`src/rtl/fifo_pkg.sv`:
```
// Shared constants and helpers for the parameterised sync FIFO.
// Provides read-mode selectors and a pointer-width helper.
package fifo_pkg;

    localparam int FIFO_STD  = 0;
    localparam int FIFO_FWFT = 1;

    // Pointer width that stays >= 1 even for tiny depths.
    function automatic int clog2_safe(input int n);
        return (n < 2) ? 1 : $clog2(n);
    endfunction

endpackage

```
`src/rtl/fifo_sdp_ram.sv`:
```
// Simple dual-port RAM: synchronous write, asynchronous read.
// Ports: clk, we/waddr/wdata write port, raddr/rdata read port.
module fifo_sdp_ram #(
    parameter int DATA_WIDTH = 8,
    parameter int DEPTH      = 16,
    parameter int AW         = 4
) (
    input  logic                  clk,
    input  logic                  we,
    input  logic [AW-1:0]         waddr,
    input  logic [DATA_WIDTH-1:0] wdata,
    input  logic [AW-1:0]         raddr,
    output logic [DATA_WIDTH-1:0] rdata
);

    logic [DATA_WIDTH-1:0] mem [DEPTH];

    always_ff @(posedge clk) begin
        if (we) begin
            mem[waddr] <= wdata;
        end
    end

    assign rdata = mem[raddr];

endmodule

```
`src/rtl/param_sync_fifo.sv`:
```
// Single-clock FIFO, any depth, standard or FWFT read mode.
// Ports: clk/rst, wr_en/din, rd_en/dout/dout_valid, clr_err, count + status/error flags.
module param_sync_fifo
    import fifo_pkg::*;
#(
    parameter int DATA_WIDTH = 8,
    parameter int DEPTH      = 16,
    parameter int FWFT       = 0,
    parameter int AF_THRESH  = 14,
    parameter int AE_THRESH  = 2
) (
    input  logic                         clk,
    input  logic                         rst,
    input  logic                         wr_en,
    input  logic [DATA_WIDTH-1:0]        din,
    input  logic                         rd_en,
    output logic [DATA_WIDTH-1:0]        dout,
    output logic                         dout_valid,
    input  logic                         clr_err,
    output logic [$clog2(DEPTH+1)-1:0]   count,
    output logic                         empty,
    output logic                         full,
    output logic                         almost_empty,
    output logic                         almost_full,
    output logic                         overflow,
    output logic                         underflow
);

    localparam int AW = clog2_safe(DEPTH);
    localparam int CW = $clog2(DEPTH + 1);

    if (DEPTH < 2) begin : g_bad_depth
        $error("param_sync_fifo: DEPTH must be >= 2");
    end
    if (AF_THRESH < 1 || AF_THRESH > DEPTH) begin : g_bad_af
        $error("param_sync_fifo: AF_THRESH out of range");
    end
    if (AE_THRESH < 0 || AE_THRESH > DEPTH - 1) begin : g_bad_ae
        $error("param_sync_fifo: AE_THRESH out of range");
    end

    logic [AW-1:0]         wr_ptr_q, wr_ptr_d;
    logic [AW-1:0]         rd_ptr_q, rd_ptr_d;
    logic [CW-1:0]         count_q, count_d;
    logic                  ovf_q, ovf_d;
    logic                  udf_q, udf_d;
    logic                  wr_acc, rd_acc;
    logic [DATA_WIDTH-1:0] ram_rdata;

    // Explicit wrap so non-power-of-two depths work.
    function automatic logic [AW-1:0] ptr_inc(input logic [AW-1:0] p);
        return (p == AW'(DEPTH - 1)) ? '0 : p + 1'b1;
    endfunction

    assign empty        = (count_q == '0);
    assign full         = (count_q == CW'(DEPTH));
    assign almost_empty = (count_q <= CW'(AE_THRESH));
    assign almost_full  = (count_q >= CW'(AF_THRESH));
    assign count        = count_q;
    assign overflow     = ovf_q;
    assign underflow    = udf_q;

    always_comb begin
        wr_acc   = wr_en & ~full;
        rd_acc   = rd_en & ~empty;
        wr_ptr_d = wr_acc ? ptr_inc(wr_ptr_q) : wr_ptr_q;
        rd_ptr_d = rd_acc ? ptr_inc(rd_ptr_q) : rd_ptr_q;
        count_d  = count_q;
        unique case ({wr_acc, rd_acc})
            2'b10:   count_d = count_q + 1'b1;
            2'b01:   count_d = count_q - 1'b1;
            default: count_d = count_q;
        endcase
        // A new error event beats a simultaneous clear.
        ovf_d = (wr_en & full) | (ovf_q & ~clr_err);
        udf_d = (rd_en & empty) | (udf_q & ~clr_err);
    end

    always_ff @(posedge clk) begin
        if (rst) begin
            wr_ptr_q <= '0;
            rd_ptr_q <= '0;
            count_q  <= '0;
            ovf_q    <= 1'b0;
            udf_q    <= 1'b0;
        end else begin
            wr_ptr_q <= wr_ptr_d;
            rd_ptr_q <= rd_ptr_d;
            count_q  <= count_d;
            ovf_q    <= ovf_d;
            udf_q    <= udf_d;
        end
    end

    fifo_sdp_ram #(
        .DATA_WIDTH(DATA_WIDTH),
        .DEPTH     (DEPTH),
        .AW        (AW)
    ) u_ram (
        .clk  (clk),
        .we   (wr_acc),
        .waddr(wr_ptr_q),
        .wdata(din),
        .raddr(rd_ptr_q),
        .rdata(ram_rdata)
    );

    if (FWFT == FIFO_FWFT) begin : g_fwft
        // Head word shown directly; forced to 0 while empty so reset reads 0.
        assign dout       = empty ? '0 : ram_rdata;
        assign dout_valid = ~empty;
    end else begin : g_std
        logic [DATA_WIDTH-1:0] dout_q, dout_d;
        logic                  dv_q, dv_d;

        always_comb begin
            dout_d = rd_acc ? ram_rdata : dout_q;
            dv_d   = rd_acc;
        end

        always_ff @(posedge clk) begin
            if (rst) begin
                dout_q <= '0;
                dv_q   <= 1'b0;
            end else begin
                dout_q <= dout_d;
                dv_q   <= dv_d;
            end
        end

        assign dout       = dout_q;
        assign dout_valid = dv_q;
    end

endmodule
```
`config.mk`:
```
export PLATFORM = sky130hd
export DESIGN_NAME = param_sync_fifo
export DESIGN_NICKNAME = d
export VERILOG_FILES = /design/src/rtl/fifo_pkg.sv /design/src/rtl/fifo_sdp_ram.sv /design/src/rtl/param_sync_fifo.sv
export SDC_FILE = /design/constraint.sdc
export NUM_CORES = 1
export LEC_CHECK = 0
export BUFFER_PORTS_ARGS = -buffer_cell sky130_fd_sc_hd__buf_2
export CAP_MARGIN = 20
export CORE_UTILIZATION = 55
export CTS_CLUSTER_SIZE = 25
export DETAILED_ROUTE_END_ITERATION = 16
export PLACE_DENSITY = 0.76
export SLEW_MARGIN = 0
export SYNTH_ARGS = -nofsm -noshare
export SYNTH_HDL_FRONTEND = slang
export SYNTH_SLANG_ARGS = --single-unit
```
`constraint.sdc`:
```
create_clock -name clk -period 3.4 [get_ports clk]
set_input_delay 0.17 -clock clk [delete_from_list [all_inputs] [get_ports clk]]
set_output_delay 0.17 -clock clk [all_outputs]
set_load 0.05 [all_outputs]
```
---- Yosys cells after proc, flatten, opt, wreduce, memory -nomap -nowiden ----
Memories as Yosys holds them, arrays and structs flattened. A register that Yosys moved wholly into a read port is not among the register bits.
Cells that the tools add are included.
Widths: inputs -> output; s select.
word-level totals
  bits of input ports ..................... 13
  memories kept ........................... 1
  bits in writable memories ............... 128
  output and inout port bits .............. 20
  register bits after elaboration ......... 16
  word-level logic and storage cells ...... 36
cells by class
  $add $sub $neg .......................... 4
  magnitude comparators ................... 2
  muxes and demuxes ....................... 5
  equal/unequal tests ..................... 5
  reductions and logical operators ........ 2
  bitwise gates (word level) .............. 11
memory list
  name       depth  bits a word  read ports  clocked after memory_dff  write ports  RTL line            text
  u_ram.mem  16     8            1           1                         1            fifo_sdp_ram.sv:16  logic [DATA_WIDTH-1:0] mem [DEPTH];
operators by type and width
  cell                 number
  $pmux 5 s2           1
  $add 4x1->4 const B  2
  $eq 4x4->1 const B   2
  $mux 4               2
  $and 1x1->1          6
  $add 5x1->5 const B  1
  $eq 5x5->1 const B   1
  $ge 5x4->1 const B   1
  $le 5x2->1 const B   1
  $logic_not 5->1      1
  $sub 5x1->5 const B  1
  $not 1->1            3
  $eq 2x1->1 const B   1
  $eq 2x2->1 const B   1
  $mux 1               2
  $or 1x1->1           2
  $reduce_bool 2->1    1

---- Depth between registers and ports, before layout ----
  depth in word-level cells ............... 5
  gate-level depth with buffers ........... 14
  gate-level depth less buffers ........... 12

---- Modules after synthesis ----
Synthesis repeated with hierarchy kept, for this count alone.
unflattened totals
  cell total of the unflattened synthesis .. 348
  area, all modules ....................... 6182.2 um^2
modules (own cells, without submodules)
  module           area each (um^2)  sequential area each (um^2)  instances  cells each
  fifo_sdp_ram     4987.3            3843.7                       1          221
  param_sync_fifo  1194.9            480.5                        1          127

---- Worst setup path after synthesis ----
Ideal clock, no wire load.
  path kind ............................... register to output
  start ................................... register count_q[2], in the netlist count[2]
  end ..................................... output port almost_empty
  path buffers ............................ 1
  arrival time ............................ 3.172 ns
  cell stages (with the launch flop) ...... 3
  slack ................................... 0.058 ns
  data required time ...................... 3.230 ns
  cells stage by stage .................... dfxtp_1 buf_4 a2111oi_0
on the way
  cells in the longest elaborated chain, start to end .. 1
RTL lines
  item                    RTL line               text
  from (decl)             param_sync_fifo.sv:44  logic [CW-1:0] count_q, count_d;
  from (signal assigned)  param_sync_fifo.sv:89  count_q <= count_d;
  $le 5x2->1              param_sync_fifo.sv:57  assign almost_empty = (count_q <= CW'(AE_THRESH));
  to (decl)               param_sync_fifo.sv:23  output logic almost_empty,
Every way passes these cells.

---- Final worst setup path ----
  start ................................... register count_q[1], in the netlist count[1]
  end ..................................... register count_q[4], in the netlist count[4]
on the way
  cells in the longest elaborated chain, start to end .. 5
  elaborated cells on any way between the ends .. 12
  classes of those cells .................. 2 x add/sub; 3 x eq/ne; 1 x mux; 4 x bitwise; 2 x reduce/logical
RTL lines
  item                                             RTL line                text
  $logic_not 5->1 *                                param_sync_fifo.sv:55   assign empty = (count_q == '0);
  $not 1->1 *                                      param_sync_fifo.sv:65   rd_acc = rd_en & ~empty;
  $and 1x1->1 *                                    param_sync_fifo.sv:65
  named net g_std.dv_d                             param_sync_fifo.sv:114  logic dv_q, dv_d;
  $eq 2x1->1 or $eq 2x2->1 (tied branches)         param_sync_fifo.sv:69   unique case ({wr_acc, rd_acc})
  $pmux 5 s2 or $reduce_bool 2->1 (tied branches)  -
The timed path passes the listed nets; every way through them passes the cells marked *.
A chain may end at the register's enable or synchronous reset.

==> summary.md <==
| Metric | Value |
|---|---|
| DRT iter0 DRCs | `390` |
| Setup violations, final | `0` |
| EDFF count, synth | `128` |
| First-pass GRT wire length | `17.8 mm` |
| Fraction of layout instances using a drive strength above 1 | `26.8%` |
| Core Area | `10800 µm²` |
| Die ar. | `11600 µm²` |
| CTS tree | `yes` |
| Worst Hold Path Cells | `1` |
| # Max-Cap Violations | `0` |
| Drc violations | `0` |
| RSZ-0062 raised after global routing | `no` |
| # diodes | `0` |
| Crit Reg-Reg Endpoint | `count[4]` |
| Fmax | `0.332 GHz` |
| Delay-heaviest family, CP | `simple AND/OR/NAND/NOR gates` |
| Grt ovf | `0` |
| Critical path class | `flip-flop to flip-flop` |
| Min cycle time layout | `3.01 ns` |
| Routed Wire Length | `11.4 mm` |
| Switching Share | `31.6%` |
| Commonest non-fill, non-tap cell in the layout | `edfxtp_1` |
| CTS H-tree lvls | `4` |
| Async SR Flop Fraction | `0%` |
| FF-to-FF Start | `count[1]` |
| Clock buffer depth | `2` |
| Die width | `108 µm` |
| Final #Nets | `419` |
| Initial Util | `56.6%` |
| Post-detail-place hpwl | `7.18 mm` |
| Max_slew headroom | `32.8%` |
| Post-synthesis register bit count | `152` |
| Min-delay worst type | `primary input to flip-flop` |
| Ys flop type | `edfxtp_1` |
| CP max-delay cell | `dfxtp_1` |
| Worst Path Required | `3.82 ns` |
| Final period util | `88.5%` |
| Crit path max fanout | `14` |
| Vias per std cell | `5.99` |
| Crit. End Element | `flip-flop` |
| Clock Power Share | `31.8%` |
| Measured slew at the worst slew-check pin | `1.00 ns` |
| Outcome | `finished clean` |
| Yosys synthesis warning count | `0` |
| Initial antenna violation count | `0` |
| Via count | `3292` |
| Mapped Nets | `373` |
| Worst skew pair latency | `0.53 ns` |
| CP cell instances | `nor4_2 > and2_4 > nand2b_4 > inv_1 > ha_1 > xor2_1 > ha_1 > a211o_1 > nand2_1 > nand3b_1 > a31oi_1 > mux2_2` |
| Maximum vdd drop | `590 µV` |
| Final Hold Viols | `0` |
| Fin Clk Skew | `0.00904 ns` |
| NetSw | `0.00168 W` |
| Buffer count from post-CTS setup fixing | `0` |
| Clk slew on worst S/H paths | `0.06 ns` |
| Die height | `108 µm` |
| R2R cell count | `12` |
| Library cells used by synthesis | `40` |
| Cell Int Power | `0.00365 W` |
| Cell area after synthesis | `6130 µm²` |
| # clock sinks | `152` |
| Vias in the first global route | `3211` |
| Design area | `7050 µm²` |
| Crit path arrival time | `3.43 ns` |
| Root Driver | `clkbuf_8` |
| Sequential element share of the synthesized area | `70.5%` |
| Mapped Cells | `351` |
| Lkg Pwr | `2.37 nW` |
| CP dominant cell by count | `ha_1` |
| Post-Syn Area per Cell | `17.5 µm²` |
| I/O pins | `33` |
| CTS Buf Count | `17` |
| Slowest stage delay, CP | `0.41 ns` |
| ANT nets after route | `0` |
| Buf+Inv Stages, Crit Path | `1` |
| Routed len/inst | `20.7 µm` |
| DP Area | `6460 µm²` |
| # rows | `38` |
| Pwr per Cell Area | `756 nW/µm²` |
| Reg power frac | `43.0%` |
| Hold endpoint | `u_ram.mem[0][5]` |
| Worst reg2reg setup slack | `0.39 ns` |
| Power share of the combinational group | `25.2%` |
| DRT Pass-1 Iters | `5` |
| Worst Setup Start Kind | `flip-flop` |
| Hold Crit Start | `din[5]` |
| Most frequent cells in the layout | `edfxtp_1, mux4_2, buf_2` |
| Sum Neg Setup Slack | `0 ns` |
| Gr usage total | `22.1%` |
| Area delta synth->final | `14.9%` |
| Max Slew Vio Count | `0` |
| RD Place Congestion | `0.836` |
| Buffers on Ports | `32` |
| Largest net degree at the start of global routing | `37` |
through the flow:
stage | utilization [%] | hold slack [ns] | setup WS, ns | instances | power, W
after detailed placement | 59.6 | 0.434 | 0.409 | 513 | 0.00366
after CTS | 65.1 | 0.00504 | 0.401 | 550 | 0.00537
after global routing | 65.1 | 0.0105 | 0.193 | 550 | 0.00554
after floorplan | - | 0.269 | 0.0584 | 351 | 0.00335
final | 65.1 | 0.0244 | 0.390 | 550 | 0.00533
after global placement | 59.6 | 0.431 | 0.485 | 513 | 0.00364
synth_stat cells, types with 2 or more instances:
cell      number  area (µm²)
edfxtp_1     128        3840
mux4_2        32         721
nor2_1        28         105
dfxtp_1       24         480
mux2i_1       17         170
nand2_1       15        56.3
clkbuf_1      10        37.5
ha_1           9         113
nand3b_1       9        67.6
a21oi_1        8        40.0
o221ai_1       7        61.3
buf_2          6        30.0
inv_1          6        22.5
nor3_1         6        30.0
xor2_1         5        43.8
nand2b_1       4        25.0
a22oi_1        3        22.5
a31oi_1        3        18.8
buf_4          3        22.5
o21ai_0        3        15.0
a211o_1        2        17.5
a41oi_1        2        17.5
buf_1          2        7.51
nor3b_1        2        15.0
or3_1          2        12.5
worst max path at each step:
stage,from,endpoint,slack [ns],cells past startpoint
final,count[1],count[4],0.39,12
after global routing,count[1],count[4],0.19,12
after CTS,count[1],count[4],0.40,12
after detailed placement,count[1],count[4],0.41,12
after global placement,count[1],count[4],0.48,12
after floorplan,count[2],almost_empty,0.06,2
state kept, by name, summed over array words and instances, names as in the netlist:
register / count
overflow: 1
dout_valid: 1
dout: 8
count: 5
wr_ptr_q: 4
underflow: 1
rd_ptr_q: 4
u_ram.mem: 128
power by group through the flow:
stage	registers (W)	clock network [W]	logic [W]
2_1_floorplan	0.00249	0	0.000866
3_3_place_gp	0.00232	0	0.00131
3_5_place_dp	0.00233	0	0.00133
4_1_cts	0.00229	0.00172	0.00136
5_1_grt	0.00231	0.00180	0.00143
6_report	0.00229	0.00169	0.00134
area by class of cell:
cell class	instances	area (µm²)
flip-flops and latches	152	4330
fillers	737	3790
multi-input cells	171	1680
clock buffers	24	460
repair buffers	49	313
well taps	140	175
clock inverters	8	76.3
inverters	6	22.5
cell families (layout without fill, tap and decap cells):
family / count (synthesis) / after routing / synth area share, %
adder cells (fa/ha/maj): 9 / 9 / 1.84
buffers and inverters: 28 / 87 / 2.14
AND/OR/NAND/NOR: 73 / 73 / 6.12
AO/OA/AOI/OAI: 34 / 34 / 4.00
flip-flops: 152 / 152 / 70.5
XOR/XNOR: 5 / 5 / 0.714
multiplexers: 50 / 50 / 14.7
timing repair:
action,CTS,global route
endpoints found under the hold margin,4,0
resized for setup,0,0
hold buffers,5,0
metal layers:
layer | wire length [µm] | track usage, %
met5 | 0 | 0
met4 | 107 | 5.97
met3 | 666 | 7.20
met2 | 5650 | 34.8
met1 | 4980 | 29.8
Power figures use the tool's default switching activity.
